### src/rtl/lfsr_pkg.sv
// lfsr_pkg: shared constants for the LFSR generator.
// Segment codes, default tap masks and the digit-count helper.
package lfsr_pkg;

  localparam logic [6:0] SEG7 [16] = '{
    7'h40, 7'h79, 7'h24, 7'h30,
    7'h19, 7'h12, 7'h02, 7'h78,
    7'h00, 7'h10, 7'h08, 7'h03,
    7'h46, 7'h21, 7'h06, 7'h0E
  };

  localparam logic [3:0]  TAPS4  = 4'h3;
  localparam logic [7:0]  TAPS8  = 8'h1D;
  localparam logic [15:0] TAPS16 = 16'h002D;
  localparam logic [31:0] TAPS32 = 32'h00000057;

  function automatic int lfsr_digits(input int width);
    return width / 4;
  endfunction

endpackage

### src/rtl/lfsr_gen_seg7.sv
// lfsr_gen_seg7: one hex digit to active-low gfedcba segments.
// Pure lookup, no state.
module lfsr_gen_seg7
  import lfsr_pkg::*;
(
  input  logic [3:0] nib,
  output logic [6:0] seg
);

  // table lookup of the active-low pattern
  always_comb begin
    seg = SEG7[nib];
  end

endmodule

### src/rtl/lfsr_gen.sv
// lfsr_gen: Fibonacci LFSR with seed load, lock-up repair and 7-seg.
// Define LFSR_PERIOD_EN to add the period/period_valid measurement.
module lfsr_gen
  import lfsr_pkg::*;
#(
  parameter int              WIDTH = 8,
  parameter logic [WIDTH-1:0] TAPS = WIDTH'(8'h1D)
) (
  input  logic             clk,
  input  logic             rst,
  input  logic             en,
  input  logic             step,
  input  logic             load,
  input  logic [WIDTH-1:0] seed,
  output logic [WIDTH-1:0] data_out,
  output logic             zero_fix,
`ifdef LFSR_PERIOD_EN
  output logic [WIDTH-1:0] period,
  output logic             period_valid,
`endif
  output logic [7*lfsr_digits(WIDTH)-1:0] seg
);

  localparam int DIGITS = lfsr_digits(WIDTH);

  logic [WIDTH-1:0] state;
  logic [WIDTH-1:0] nxt;
  logic             fb;
  logic             adv;
  logic             lock;

  // feedback parity and shifted next state
  always_comb begin
    fb   = ^(state & TAPS);
    nxt  = {fb, state[WIDTH-1:1]};
    adv  = en | step;
    lock = (state == '0);
  end

  // state register: rst > load > zero repair > advance > hold
  always_ff @(posedge clk) begin
    if (rst) begin
      state    <= '0;
      zero_fix <= 1'b0;
    end else if (load) begin
      state    <= seed;
      zero_fix <= 1'b0;
    end else if (lock) begin
      state    <= WIDTH'(1);
      zero_fix <= 1'b1;
    end else begin
      zero_fix <= 1'b0;
      if (adv) state <= nxt;
    end
  end

  assign data_out = state;

`ifdef LFSR_PERIOD_EN
  logic [WIDTH-1:0] count;
  logic [WIDTH-1:0] ref_state;

  // lap counter: re-arms on any new start state
  always_ff @(posedge clk) begin
    if (rst) begin
      count        <= '0;
      ref_state    <= '0;
      period       <= '0;
      period_valid <= 1'b0;
    end else if (load) begin
      ref_state    <= seed;
      count        <= '0;
      period_valid <= 1'b0;
    end else if (lock) begin
      ref_state    <= WIDTH'(1);
      count        <= '0;
      period_valid <= 1'b0;
    end else if (adv) begin
      if (nxt == ref_state) begin
        period       <= count + 1'b1;
        period_valid <= 1'b1;
        count        <= '0;
      end else begin
        count <= count + 1'b1;
      end
    end
  end
`endif

  for (genvar d = 0; d < DIGITS; d++) begin : g_dig
    lfsr_gen_seg7 u_seg (
      .nib (state[4*d +: 4]),
      .seg (seg[7*d +: 7])
    );
  end

endmodule

### config.mk
export PLATFORM = sky130hd
export DESIGN_NAME = lfsr_gen
export DESIGN_NICKNAME = d
export VERILOG_FILES = /design/src/rtl/lfsr_pkg.sv /design/src/rtl/lfsr_gen_seg7.sv /design/src/rtl/lfsr_gen.sv
export SDC_FILE = /design/constraint.sdc
export NUM_CORES = 1
export LEC_CHECK = 0
export CORE_MARGIN = 4
export CORE_UTILIZATION = 45
export DETAILED_ROUTE_END_ITERATION = 7
export PLACE_DENSITY = 0.79
export SLEW_MARGIN = 10
export SYNTH_ARGS = -nofsm -noshare
export SYNTH_HDL_FRONTEND = slang
export SYNTH_SLANG_ARGS = --single-unit
### constraint.sdc
create_clock -name clk -period 2.2 [get_ports clk]
set_input_delay 0.44 -clock clk [delete_from_list [all_inputs] [get_ports clk]]
set_output_delay 0.44 -clock clk [all_outputs]
set_load 0.01 [all_outputs]
# Word level (Yosys, flattened, before mapping)
# Memories as Yosys holds them, arrays and structs flattened.
# Index checks and enable logic that the tools add are counted.
[op_classes] n_reduce_logical=4 bitwise=3 order_cmp=2 mux=8
[ops] cell="2-to-1 mux 7 bit" count=4
[ops] cell="2-to-1 mux 8 bit" count=3
[ops] cell="greater-or-equal comparator 5 bit, second input constant" count=2
[ops] cell="inverter 4 -> 5 bit" count=2
[ops] cell="zero test 8 bit" count=1
[ops] cell="XOR reduction 8 bit" count=1
[ops] cell="nonzero test 3 bit" count=1
[ops] cell="OR reduction 2 bit" count=1
[ops] cell="2-to-1 mux 1 bit" count=1
[ops] cell="bitwise OR 1 bit" count=1
[totals] inputBits=13 out_inout_bits=23 reg_bits=9 mem_count=2 mem_bits_ro=224
[mem_list] memory="(name not given)" words=16 width=7 rd=1 rd_clocked_by_memory_dff=0 write_ports=0 line="lfsr_gen_seg7.sv:12" rtl="seg = SEG7[nib];"
[mem_list] memory="(name not given)" words=16 width=7 rd=1 rd_clocked_by_memory_dff=0 write_ports=0 line="lfsr_gen_seg7.sv:12"

# Logic depth before layout (Yosys ltp)
[logic_depth] ltp_word=4 ltp_mapped=6

# Cells and area by module
# A second synthesis with hierarchy kept.
[hier_totals] hier_cells=119 area_unflattened_um2=1067.3
[by_module_without_submodules] module="lfsr_gen_seg7" instances=2 cells_each=32 seq_area_each_um2=0.0 area_each_um2=275.3
[by_module_without_submodules] module="lfsr_gen" instances=1 cells_each=55 seq_area_each_um2=180.2 area_each_um2=516.7

# Least setup slack after synthesis
# OpenSTA, ideal clock, no wires.
[synth_timing] kind="reg-to-output" from="register state[4], in the netlist data_out[4]" to="output port seg[10]" arrival_time_ns=1.495 path_buffers=0 stages_incl_launch_ff=5 slack_ns=0.265 cell_sequence="dfxtp_1 > inv_1 > ha_1 > inv_1 > mux4_2"
[synth_between] elab_chain_cells=4
[synth_rtl] element="from (decl)" line="lfsr_gen.sv:26" rtl="logic [WIDTH-1:0] state;"
[synth_rtl] element="from (signal assigned)" line="lfsr_gen.sv:53" rtl="if (adv) state <= nxt;"
[synth_rtl] element="inverter 4 -> 5 bit (implied by the code)" line="lfsr_gen_seg7.sv:12"
[synth_rtl] element="memory (16 x 7 bit)"
[synth_rtl] element="2-to-1 mux 7 bit (implied by the code) (2 in a row)" line="lfsr_gen_seg7.sv:12"
[synth_rtl] element="to (decl)" line="lfsr_gen.sv:21" rtl="output logic [7*lfsr_digits(WIDTH)-1:0] seg"
# Every way passes these cells. The select of a mux whose other input is x is not followed.

# Worst setup path in the final report
[layout_timing] from="register state[3], in the netlist data_out[3]" to="output port seg[2]"
# The elaborated chain is that of the path after synthesis.

==> summary.md <==
| Metric | Value |
|---|---|
| Crit path from | data_out[3] |
| Total power | 707 uW |
| Worst slack, placed | 0.0526 ns |
| Final Skew | 0.00588 ns |
| Seq/Total Area, Yosys | 0.171 |
| Post-synth top area share | 0.179 |
| CTS tree | yes |
| CP arrival | 1.68 ns |
| Final ANT Viol Nets | 0 |
| Die area | 3170 sq um |
| Routed wire length | 2800 um |
| Crit path depth | 3 |
| Antenna Cells | 0 |
| WHS | 0.533 ns |
| Actual slew at the worst max-slew pin | 0.466 ns |
| Relative slew slack | 0.688 |
| Avg WL per Cell | 14.8 um |
| Clk_lat worst skew | 0.27 ns |
| Fillers | 198 |
| Post-synthesis instance area | 1050 sq um |
| Worst r2r path cells | 5 |
| Delay of the slowest critical-path stage | 0.57 ns |
| Routability cong. | 0.833 |
| RSZ-0062 raised after global routing | no |
| NumNets Final | 190 |
| Pwr dens | 470 nW/um^2 |
| Critical Path End | seg[2] |
| Placed cells | 185 |
| Critical path, cell by cell | inv_1, o31ai_1, clkdlybuf4s50_1 |
| Initial drt markers | 29 |
| CTS Buf Count | 3 |
| Family with the most delay on the worst path | buffers and inverters |
| Min Tclk post-route | 2.12 ns |
| Min-Delay Path Class | flop to flop |
| Worst EP required | 1.76 ns |
| Startpoint types | flop |
| Initial Util | 0.475 |
| Critical Path Slowest Stage Cell | clkdlybuf4s50_1 |
| Max Clk Rate | 472 MHz |
| CP Class | flop to output port |
| Ys Warns | 0 |
| DRC viols | 0 |
| H-tree Lvls | 1 |
| Mapped Avg Cell Area | 8.91 sq um |
| CP Max Fanout | 10 |
| Vias in the first global route | 1,058 |
| IO Pins | 36 |
| Count of final max-slew check failures | 0 |
| Critical hold path startpoint | data_out[4] |
| Leak | 0.000622 uW |
| Maximum number of pins on one net before global-route repair | 14 |
| Crit path buf inv count | 2 |
| FF+latch count, synth | 9 |
| Number of antenna violations at the first check in global routing | 0 |
| Synth-to-Final Area Change | 43.2% |
| Hpwl dp | 2200 um |
| Final worst slack | 0.0811 ns |
| Total negative slack | 0 ns |
| Syn nets | 146 |
| CTS sink count | 9 |
| Clock buffer depth | 2 |
| Vias | 1,067 |
| Core area | 2210 sq um |
| Worst reg2reg endpoint | data_out[7] |
| Die Y | 56.3 um |
| Maximum VDD drop | 358 uV |
| Die Wd | 56.3 um |
| Vias/cell | 5.65 |
| Synth area leaders | ha_1 (18%), dfxtp_1 (17%), mux2i_1 (9.5%), a221oi_2 (7.1%), o21ai_0 (4.3%) |
| Final setup vio count | 0 |
| R2r startpoint | data_out[3] |
| Rows | 17 |
| 1st-pass router iterations | 4 |
| GR Overflow Total | 0 |
| Root Buffer | clkbuf_4 |
| Final Hold Viols | 0 |
| Hold Buf Count CTS | 0 |
| Cells after synthesis | 118 |
| Worst Setup End Kind | output port |
| Layout cells sized above 1 | 0.242 |
| GRT Total Usage | 0.180 |
| Clock slew seen by the registers of the worst setup and hold paths | 0.06 ns |
| R2R Setup Slk | 0.56 ns |
| Post-Layout Cell Count | 189 |
| Max-Cap Viols | 0 |
| # port buffers | 35 |
| Distinct cell type count after synthesis | 35 |
| First-pass GRT wire length | 4710 um |
| Tcrit/Tclk final | 0.963 |
| Outcome | complete, no violations |
| Synth area leader | ha_1 |
==> sequential cells by signal, indices dropped and copies added (netlist names) <==
name      count
zero_fix      1
data_out      8
==> how the worst min path moves through the flow <==
stage          slack, ns          end  depth (start not counted)
2_1_floorplan       0.59  data_out[3]                          2
3_3_place_gp        0.56  data_out[4]                          2
3_5_place_dp        0.58  data_out[4]                          2
4_1_cts             0.53  data_out[4]                          2
5_1_grt             0.57  data_out[4]                          2
6_report            0.53  data_out[4]                          2
==> through the flow <==
step / utilization / area [sq um]
after floorplan: - / 1050
after global placement: 0.671 / 1480
after detailed placement: 0.671 / 1480
after CTS: 0.680 / 1510
after global routing: 0.680 / 1510
final: 0.680 / 1510
==> worst register-to-register path, delay by kind of cell (launching register included) <==
family	cells	cell delay (ns)
DFF	1	0.45
and+or+nand+nor	1	0.28
buffers and inverters	1	0.15
AOI/OAI and AO/OA	2	0.40
adders and majority gates	1	0.23
==> synthesized netlist by cell type, drive strengths merged <==
master and count:
xor3 1, or3 3, a22o 1, a221oi 6
mux2 2, ha 15, nand4b 1, a311oi 1
mux2i 10, nor4 1, o2bb2ai 1, inv 10
a211oi 3, o21ai 9, nor2b 1, buf 7
nand3 1, o221ai 5, a21o 1, o31ai 1
nand2b 2, mux4 1, and4bb 1, nor2 7
nand2 11, a21oi 4, dfxtp 9, a32o 2
clkbuf 1
==> cell type report <==
cell class | count | area [sq um] | share of cell area
tap | 28 | 35.0 | 0.0233
timing repair buffer | 47 | 422 | 0.280
sequential | 9 | 189 | 0.126
multi-input combinational | 91 | 796 | 0.529
inverter | 10 | 37.5 | 0.0249
clock buffer | 4 | 26.3 | 0.0175
==> repair_timing <==
item / CTS / global route
setup buffers: 0 / 0
endpoints found under the setup margin: 13 / 3
hold endpoints to repair: 0 / 0
gates resized for setup: 21 / 6
==> cells by family after synthesis <==
group / share of synthesized area
buffers and inverters: 0.0762
xor gates and xnor gates: 0.0226
AOI/OAI and AO/OA: 0.280
DFF: 0.171
muxes: 0.138
adders and majority gates: 0.179
and+or+nand+nor: 0.133
==> cells in the final DEF (no fill, tap or decap), types with 2 or more instances in the layout <==
| cell | synthesis | final |
|---|---|---|
| a211oi_1 | 3 | 3 |
| clkbuf_4 | 0 | 3 |
| buf_4 | 0 | 12 |
| inv_2 | 0 | 4 |
| nand2_1 | 11 | 11 |
| o21ai_0 | 9 | 8 |
| a21oi_1 | 3 | 3 |
| a32o_1 | 2 | 2 |
| dfxtp_2 | 0 | 4 |
| ha_1 | 15 | 13 |
| inv_1 | 10 | 6 |
| nand2b_1 | 2 | 2 |
| dfxtp_1 | 9 | 4 |
| o221ai_1 | 4 | 4 |
| dlygate4sd2_1 | 0 | 11 |
| nor2_1 | 6 | 6 |
| clkdlybuf4s50_1 | 0 | 23 |
| mux2_2 | 2 | 2 |
| a221oi_2 | 5 | 5 |
| or3_1 | 3 | 3 |
| ha_2 | 0 | 2 |
| mux2i_1 | 10 | 10 |
==> per-layer routing <==
layer | wire length (um) | GRT usage | share of wire | vias up
met1 | 1250 | 0.235 | 0.45 | 496
met2 | 1320 | 0.287 | 0.47 | 46
met3 | 217 | 0.0506 | 0.077 | 2
met4 | 14 | 0.0508 | 0.0050 | 0
met5 | 0 | 0 | 0 | -
li1 | - | - | - | 523
==> power by group <==
part	total, uW	switching (uW)	internal, uW
registers	202	24.0	178
logic	373	182	191
clock network	131	61.1	70.1
Power figures use the tool's default switching activity.
